### src/rtl/fp_pkg.sv
// Shared floating-point definitions: field-width derivation, operand class flags
// and the expanded mantissa word shared by the align and normalize units.
package fp_pkg;

  function automatic int fp_emsb(input int fpwid);
    case (fpwid)
      16:      return 4;
      64:      return 10;
      128:     return 14;
      default: return 7;
    endcase
  endfunction

  function automatic int fp_fmsb(input int fpwid);
    return fpwid - fp_emsb(fpwid) - 3;
  endfunction

  // Expanded mantissa: {carry, hidden, frac, guard, sticky}
  function automatic int fp_mw(input int fpwid);
    return fp_fmsb(fpwid) + 5;
  endfunction

  typedef struct packed {
    logic zero;
    logic inf;
    logic nan;
    logic sub;
  } fp_class_t;

  localparam int FP32_MW = fp_mw(32);
  typedef logic [FP32_MW-1:0] fp_mant32_t;

endpackage

### src/rtl/fp_rshift_sticky.sv
// Right barrel shift of the expanded mantissa; every bit shifted out is folded
// into bit 0 and also reported separately as the sticky flag.
module fp_rshift_sticky #(
  parameter int MW  = 27,
  parameter int SAW = 5
) (
  input  logic [MW-1:0]  din,
  input  logic [SAW-1:0] sa,
  output logic [MW-1:0]  dout,
  output logic           sticky
);

  logic [MW-1:0] shifted;
  logic [MW-1:0] lost_mask;

  always_comb begin
    shifted   = din >> sa;
    lost_mask = ~({MW{1'b1}} << sa);
    sticky    = |(din & lost_mask);
    dout      = {shifted[MW-1:1], shifted[0] | sticky};
  end

endmodule

### src/rtl/fp_denormalize.sv
// Unpacks an IEEE operand and right-aligns its expanded mantissa to a target
// exponent, three ce-gated stages with valid carried alongside the data.
module fp_denormalize
  import fp_pkg::*;
#(
  parameter int FPWID = 32
) (
  input  logic                                    clk,
  input  logic                                    rst,
  input  logic                                    ce,
  input  logic                                    vld_i,
  input  logic [FPWID-1:0]                        a,
  input  logic [fp_emsb(FPWID):0]                 xtgt,
  output logic                                    vld_o,
  output logic [fp_emsb(FPWID)+fp_mw(FPWID)+1:0]  o,
  output logic                                    inf_o,
  output logic                                    nan_o,
  output logic                                    zero_o,
  output logic                                    inexact_o,
  output logic                                    err_o
);

  localparam int EMSB = fp_emsb(FPWID);
  localparam int FMSB = fp_fmsb(FPWID);
  localparam int MW   = fp_mw(FPWID);
  localparam int SAW  = $clog2(MW);

  logic [EMSB:0] exp_in;
  logic [FMSB:0] frac_in;
  fp_class_t     cls_in;

  always_comb begin
    exp_in      = a[FPWID-2 -: EMSB+1];
    frac_in     = a[FMSB:0];
    cls_in.zero = ~|exp_in & ~|frac_in;
    cls_in.sub  = ~|exp_in & |frac_in;
    cls_in.inf  = &exp_in & ~|frac_in;
    cls_in.nan  = &exp_in & |frac_in;
  end

  // Stage 1: unpack and classify
  logic          vld_p0, sign_p0;
  logic [EMSB:0] xeff_p0, xtgt_p0;
  logic [FMSB:0] frac_p0;
  fp_class_t     cls_p0;

  always_ff @(posedge clk or posedge rst) begin
    if (rst) begin
      vld_p0  <= 1'b0;
      sign_p0 <= 1'b0;
      xeff_p0 <= '0;
      xtgt_p0 <= '0;
      frac_p0 <= '0;
      cls_p0  <= '0;
    end else if (ce) begin
      vld_p0  <= vld_i;
      sign_p0 <= a[FPWID-1];
      xeff_p0 <= (exp_in == '0) ? (EMSB+1)'(1) : exp_in;
      xtgt_p0 <= xtgt;
      frac_p0 <= frac_in;
      cls_p0  <= cls_in;
    end
  end

  logic signed [EMSB+1:0] diff;
  logic                   special, err_c;
  logic [SAW-1:0]         sa_c;

  always_comb begin
    diff    = $signed({1'b0, xtgt_p0}) - $signed({1'b0, xeff_p0});
    special = cls_p0.zero | cls_p0.inf | cls_p0.nan;
    err_c   = diff[EMSB+1] & ~special;
    if (special || diff[EMSB+1])
      sa_c = '0;
    else if (diff[EMSB:0] > (EMSB+1)'(MW-1))
      sa_c = SAW'(MW-1);
    else
      sa_c = diff[SAW-1:0];
  end

  // Stage 2: shift amount and alignment error
  logic           vld_p1, sign_p1, err_p1;
  logic [EMSB:0]  xeff_p1, xtgt_p1;
  logic [FMSB:0]  frac_p1;
  logic [SAW-1:0] sa_p1;
  fp_class_t      cls_p1;

  always_ff @(posedge clk or posedge rst) begin
    if (rst) begin
      vld_p1  <= 1'b0;
      sign_p1 <= 1'b0;
      err_p1  <= 1'b0;
      xeff_p1 <= '0;
      xtgt_p1 <= '0;
      frac_p1 <= '0;
      sa_p1   <= '0;
      cls_p1  <= '0;
    end else if (ce) begin
      vld_p1  <= vld_p0;
      sign_p1 <= sign_p0;
      err_p1  <= err_c;
      xeff_p1 <= xeff_p0;
      xtgt_p1 <= xtgt_p0;
      frac_p1 <= frac_p0;
      sa_p1   <= sa_c;
      cls_p1  <= cls_p0;
    end
  end

  // A zero exponent field is exactly the zero-or-subnormal case, so hidden is rebuilt from class
  logic          hidden_p1;
  logic [MW-1:0] mant_pre, mant_sh;
  logic          sticky_c;

  assign hidden_p1 = ~(cls_p1.zero | cls_p1.sub);
  assign mant_pre  = {1'b0, hidden_p1, frac_p1, 2'b00};

  fp_rshift_sticky #(.MW(MW), .SAW(SAW)) u_rshift (
    .din    (mant_pre),
    .sa     (sa_p1),
    .dout   (mant_sh),
    .sticky (sticky_c)
  );

  // Stage 3: shifted mantissa and output exponent
  logic          vld_p2, sign_p2;
  logic [EMSB:0] exp_p2;
  logic [MW-1:0] mant_p2;
  logic          inf_p2, nan_p2, zero_p2, inexact_p2, err_p2;

  always_ff @(posedge clk or posedge rst) begin
    if (rst) begin
      vld_p2     <= 1'b0;
      sign_p2    <= 1'b0;
      exp_p2     <= '0;
      mant_p2    <= '0;
      inf_p2     <= 1'b0;
      nan_p2     <= 1'b0;
      zero_p2    <= 1'b0;
      inexact_p2 <= 1'b0;
      err_p2     <= 1'b0;
    end else if (ce) begin
      vld_p2     <= vld_p1;
      sign_p2    <= sign_p1;
      exp_p2     <= (cls_p1.inf | cls_p1.nan | err_p1) ? xeff_p1 : xtgt_p1;
      mant_p2    <= mant_sh;
      inf_p2     <= cls_p1.inf;
      nan_p2     <= cls_p1.nan;
      zero_p2    <= cls_p1.zero;
      inexact_p2 <= sticky_c;
      err_p2     <= err_p1;
    end
  end

  assign vld_o     = vld_p2;
  assign o         = {sign_p2, exp_p2, mant_p2};
  assign inf_o     = inf_p2;
  assign nan_o     = nan_p2;
  assign zero_o    = zero_p2;
  assign inexact_o = inexact_p2;
  assign err_o     = err_p2;

endmodule

### config.mk
export PLATFORM = sky130hd
export DESIGN_NAME = fp_denormalize
export DESIGN_NICKNAME = d
export VERILOG_FILES = /design/src/rtl/fp_pkg.sv /design/src/rtl/fp_rshift_sticky.sv /design/src/rtl/fp_denormalize.sv
export SDC_FILE = /design/constraint.sdc
export NUM_CORES = 1
export LEC_CHECK = 0
export BUFFER_PORTS_ARGS = -buffer_cell sky130_fd_sc_hd__buf_2
export CORE_MARGIN = 2
export CORE_UTILIZATION = 60
export CTS_BUF_LIST = sky130_fd_sc_hd__clkbuf_8
export CTS_CLUSTER_SIZE = 12
export DETAILED_ROUTE_END_ITERATION = 8
export PLACE_DENSITY = 0.83
export SLEW_MARGIN = 20
export SYNTH_ARGS = -nofsm -noshare
export SYNTH_HDL_FRONTEND = slang
export SYNTH_SLANG_ARGS = --single-unit
### constraint.sdc
create_clock -name clk -period 5.3 [get_ports clk]
set_input_delay 0.795 -clock clk [delete_from_list [all_inputs] [get_ports clk]]
set_output_delay 0.795 -clock clk [all_outputs]
set_load 0.05 [all_outputs]
==> results.yml, run 1 <==
status:
  outcome: "complete, no violations"
layout:
  nFillCells: 853
  drive_gt1_share_pct: 32.3
  synthToLayoutAreaGrowth_pct: 11.9
  layout.nets: 757
  antenna_cells: 0
  layout_common_cells: "dfrtp_1 (137), mux2_2 (92), buf_2 (83), nor2_1 (50), a21oi_1 (44)"
  layout_commonest_cell: "dfrtp_1"
power:
  seq_power_share_pct: 40.1
  sw_frac_of_total_pct: 39.2
  peakVddDrop_uv: 341
  pwr-share-clk_pct: 23.4
  pwr-share-comb_pct: 36.4
  power.internal_mw: 2.11
  power.total_mw: 3.47
  p_leak_nw: 3.52
  power.density_nw_per_um2: 436
  power.switching_mw: 1.36
synth:
  synth-edff-count: 0
  yosys_warnings: 0
  yosysUniqueCellTypes: 54
  syn_area_per_cell_um2: 11.2
  syn_inst: 636
  synth_area_um2: 7100
  yosys_register_bits: 137
  yosysSeqAreaShare_pct: 48.3
  syn_nets: 690
  ys_async_sr_fraction_pct: 100
  ys.flop_type: "dfrtp_1"
hold_path:
  hp-class: "input port to async pin"
clock_tree:
  insertion_delay_ns: 0.44
  clkTransAtPathRegs_ns: 0.08
  cts_setup_buffers: 0
  cts_tree: "built"
  htree_levels: 4
  cts_root_buf: "clkbuf_8"
  cts_resized: 0
  cts_buffers: 17
  ctsHoldBuffers: 0
  cts_sinks: 137
  clockBufferDepth: 2
floorplan:
  die_h_um: 113
  core_area_um2: 11500
  dieArea_um2: 12700
  io_pins: 86
  start_util_pct: 61.9
  die_w_um: 113
  rows: 39
global_route:
  grt-busiest-layer: "met2"
  met1_usage_pct: 37.1
  overflow: 0
  grt_usage_pct: 26.0
  grt_pass1_wl_um: 26300
  antenna_found_initial: 0
  grt_max_degree: 105
  grt_pass1_vias: 5305
  met2_usage_pct: 39.7
  grt_util_met3_pct: 5.78
worst_setup_path:
  cp_slowest_stage_delay_ns: 1.09
  rr_endpoint: "mant_p2[7]"
  cp_cell_sequence: "buf_4 -> mux4_2 -> nor2_1 -> a211oi_1 -> a31oi_1 -> o221ai_1 -> o21a_1"
  crit_type: "register to register"
  crit_fanout: 29
  r2r_setup_slack_ns: 2.39
  r2r-start: "sa_p1[0]"
  cp.required_ns: 5.63
  slowest_stage: "dfrtp_1"
  arrival_ns: 3.24
  endpoint_kind: "register"
  crit_path_start_kind: "register"
  r2r_cells: 7
drt:
  drt_wl_total_um: 15700
  drtPass1Iterations: 6
  viasPerCell: 6.13
  wl_per_cell_um: 18.3
  vias: 5267
  drt-initial-drc-count: 609
  drtAntennaViolNets: 0
  drc: 0
timing:
  drv_slew: 0
  rsz0062_at_grt: "false"
  tightest_slew_ns: 1.13
  min_period_over_period_pct: 55.0
  timing.fmax_mhz: 343
  fin_setup_tns_ns: 0
  slew_headroom_pct: 24.4
  post-route-min-period_ns: 2.91
  skew_ns: 0.0128
  setup_violations: 0
  hold_violations: 0
placement:
  place.detailed.hpwl_um: 11100
  gp_congestion: 0.951
  io_buffers: 84
job:
  cap_violations: 0
stage by stage:
step                      util (%)  area [um2]  worst slack, ns  instances  hold slack (ns)
after global routing          69.3        7940             2.24        859            0.505
final                         69.3        7940             2.39        859            0.467
after floorplan                  -        7100            0.837        636            0.449
after detailed placement      65.8        7550             2.20        827            0.472
after CTS                     69.3        7940             2.41        859            0.490
after global placement        65.8        7550             2.37        827            0.461
cell type report:
cell class                 count  area (um2)  area share, %
sequential                   137        3430           43.2
clock inverter                 9        73.8          0.929
multi-input combinational    430        3370           42.4
timing repair buffer          90         468           5.89
clock buffer                  23         317           3.98
inverter                      27         106           1.34
tap                          143         179           2.25
sequential cells by signal, summed over array words and instances (netlist names), 4 cells and up:
register  flops
xtgt_p1       8
sa_p1         5
exp_p2        8
cls_p0        4
xeff_p0       8
xtgt_p0       8
cls_p1        4
xeff_p1       8
mant_p2      26
frac_p1      23
frac_p0      23
power by group through the flow:
stage	Combinational (mW)	Clock [mW]	Sequential, mW
floorplan	0.693	0	1.66
global placement	1.23	0	1.39
detailed placement	1.25	0	1.41
CTS	1.26	0.830	1.39
global route	1.35	0.884	1.42
finish	1.26	0.813	1.39
how the worst max path moves through the flow:
stage                     startpoint          to  cells after the start
after floorplan                  rst   cls_p0[0]                      1
after global routing        sa_p1[0]  mant_p2[7]                      7
after global placement            ce   cls_p0[2]                      6
final                       sa_p1[0]  mant_p2[7]                      7
after CTS                   sa_p1[0]  mant_p2[7]                      7
after detailed placement          ce   cls_p0[2]                      6
synth_stat cells (all sizes together), types with 3 or more instances:
library cell | count | share of area (%)
xor2 | 3 | 0.37
mux4 | 15 | 4.8
a21oi | 44 | 3.1
o221ai | 3 | 0.37
a22o | 4 | 0.49
a31oi | 6 | 0.53
clkbuf | 18 | 0.95
nor2b | 3 | 0.26
buf | 24 | 1.9
o211ai | 4 | 0.42
dfrtp | 137 | 48
and3 | 5 | 0.44
o21a | 5 | 0.53
ha | 9 | 1.6
inv | 27 | 1.4
a211oi | 15 | 1.6
mux2i | 26 | 3.7
nor2 | 50 | 2.6
nand2 | 41 | 2.2
nor3 | 14 | 1.1
a32o | 4 | 0.56
mux2 | 93 | 15
o21ai | 25 | 1.8
o2bb2ai | 10 | 1.2
nand4 | 5 | 0.44
nand3 | 8 | 0.56
nor4 | 11 | 0.97
worst max-delay path, delay by kind of cell, from the launching register on:
family	cells	cell delay [ns]
AOI/OAI and AO/OA	4	0.62
DFF	1	1.09
buffers and inverters	1	0.37
and+or+nand+nor	1	0.15
muxes	1	0.54
per-layer routing:
layer	share of wire (%)	wire (um)	vias up
li1	-	-	2468
met1	46	7140	2569
met2	46	7250	206
met3	6.5	1020	24
met4	1.8	284	0
met5	0	0	-
kinds of logic after synthesis:
kind of cell	Yosys count	share of synthesized area, %
xor gates and xnor gates	3	0.370
buffers and inverters	69	4.23
AOI/OAI and AO/OA	137	12.6
muxes	134	23.2
and+or+nand+nor	145	9.37
DFF	137	48.3
adders and majority gates	10	1.87
other	1	0.0528
Note: power is estimated with default switching activity, not from simulation.
==> run 2: changes to the inputs <==
- CORE_UTILIZATION: 60 -> 55
- PLACE_DENSITY: 0.83 -> 0.8
- clock period: 5.3 -> 2.61 ns (I/O delays scaled with it)
==> results.yml, run 2 (same netlist as run 1, synthesis figures left out) <==
status:
  outcome: "complete, no violations"
timing:
  skew_ns: 0.00985
  rsz0062_at_grt: "false"
  min_period_over_period_pct: 92.4
  whs_ns: 0.105
  timing.fmax_mhz: 415
  tightest_slew_ns: 0.726
  drv_slew: 0
  hold_violations: 0
  fin_ws_ns: 0.197
  setup_violations: 0
  fin_setup_tns_ns: 0
  post-route-min-period_ns: 2.41
  slew_headroom_pct: 51.6
layout:
  top_register: "mant_p2"
  layout_commonest_cell: "dfrtp_1"
  layout.nets: 771
  postLayoutCoreUtil_pct: 65.0
  nFillCells: 1013
  antenna_cells: 0
  largest_reg_flops: 26
  instances_no_fill: 902
  drive_gt1_share_pct: 33.8
  layout_common_cells: "dfrtp_1 (137), mux2_2 (92), buf_2 (83), nor2_1 (50), a21oi_1 (43)"
  synthToLayoutAreaGrowth_pct: 15.5
  largestRegisters: "mant_p2 (26), frac_p0 (23), frac_p1 (23)"
placement:
  place_ws_ns: 0.0833
  place.detailed.hpwl_um: 11500
  io_buffers: 84
  dp.cells: 870
  gp_congestion: 0.923
clock_tree:
  clockBufferDepth: 2
  cts_tree: "built"
  cts_setup_buffers: 0
  htree_levels: 4
  ctsHoldBuffers: 0
  cts_buffers: 17
  cts_sinks: 137
  clkTransAtPathRegs_ns: 0.07
  insertion_delay_ns: 0.45
  cts_root_buf: "clkbuf_8"
drt:
  drc: 0
  drtPass1Iterations: 5
  drtAntennaViolNets: 0
  wl_per_cell_um: 17.9
  vias: 5362
  viasPerCell: 5.94
  drt_wl_total_um: 16200
  drt-initial-drc-count: 584
floorplan:
  start_util_pct: 56.3
  rows: 41
  io_pins: 86
  die_h_um: 118
  core_area_um2: 12600
  die_w_um: 118
  dieArea_um2: 13800
global_route:
  overflow: 0
  grt_pass1_wl_um: 26800
  grt_usage_pct: 24.2
  antenna_found_initial: 0
  grt_max_degree: 138
  grt_pass1_vias: 5330
worst_setup_path:
  r2r-start: "xeff_p0[1]"
  crit_fanout: 4
  crit_type: "register to register"
  arrival_ns: 2.76
  crit_path_start_kind: "register"
  cp.required_ns: 2.95
  endpoint_kind: "register"
  startpoint: "xeff_p0[1]"
power:
  peakVddDrop_uv: 469
  p_leak_nw: 3.64
  power.density_nw_per_um2: 899
job:
  cap_violations: 0
hold_path:
  hp-class: "input port to async pin"
## run 2: cell count changes in the layout (fill, tap and decap cells not counted), moves of 3 or more
cell,before,now
buf_12,0,4
buf_4,7,17
bufinv_16,1,4
clkbuf_8,23,20
## run 2: per-stage QoR
stage | instance area (um2) | total power [mW]
final | 8200 | 7.37
after global routing | 8200 | 7.74
after CTS | 8180 | 7.36
after detailed placement | 7740 | 5.48
after global placement | 7740 | 5.41
after floorplan | 7100 | 4.78
## run 2: report_power, final
part	leakage, nW	switching (mW)	internal [mW]	total [mW]
clock	0.239	0.772	1.10	1.87
combinational	1.75	1.72	0.973	2.69
sequential	1.65	0.327	2.48	2.81
total	3.64	2.82	4.55	7.37
## run 2: cell type report
class	count	area [um2]	share of cell area (%)
flip-flops and latches	137	3430	41.8
multi-input cells	430	3400	41.4
repair buffers	104	623	7.60
clock buffers	20	275	3.36
well taps	172	215	2.62
clock inverters	12	158	1.92
inverters	27	105	1.28
## run 2: critical path, stage by stage (launching register included)
cell and delay (ns):
dfrtp_1 0.38, inv_1 0.12, ha_1 0.24, nor2b_1 0.12, o21ai_0 0.37, o21ai_0 0.23, a211oi_1 0.45, nor4_2 0.12
a32o_1 0.26
## run 2: routing by layer
metal  up-vias  wire length, um  global-route usage, %
met5         -                0                      0
met4         0              264                   7.30
met3        33             1080                   7.56
met2       198             7560                   37.5
met1      2631             7260                   32.8
li1       2500                -                      -
## run 2: final timing paths
path	end	slack [ns]	cells past startpoint
worst min-delay path	mant_p2[10]	0.10	3
worst max register to register	sa_p1[2]	0.20	8
max in group asynchronous	mant_p2[14]	1.94	3
min in group clk	xtgt_p0[2]	0.17	2
worst max-delay path	sa_p1[2]	0.20	8
worst min register to register	mant_p2[12]	0.48	1
## run 2: what timing repair did
action	4_1_cts	5_1_grt
setup endpoints to repair	0	4
resized for setup	0	4
hold endpoints to repair	0	0
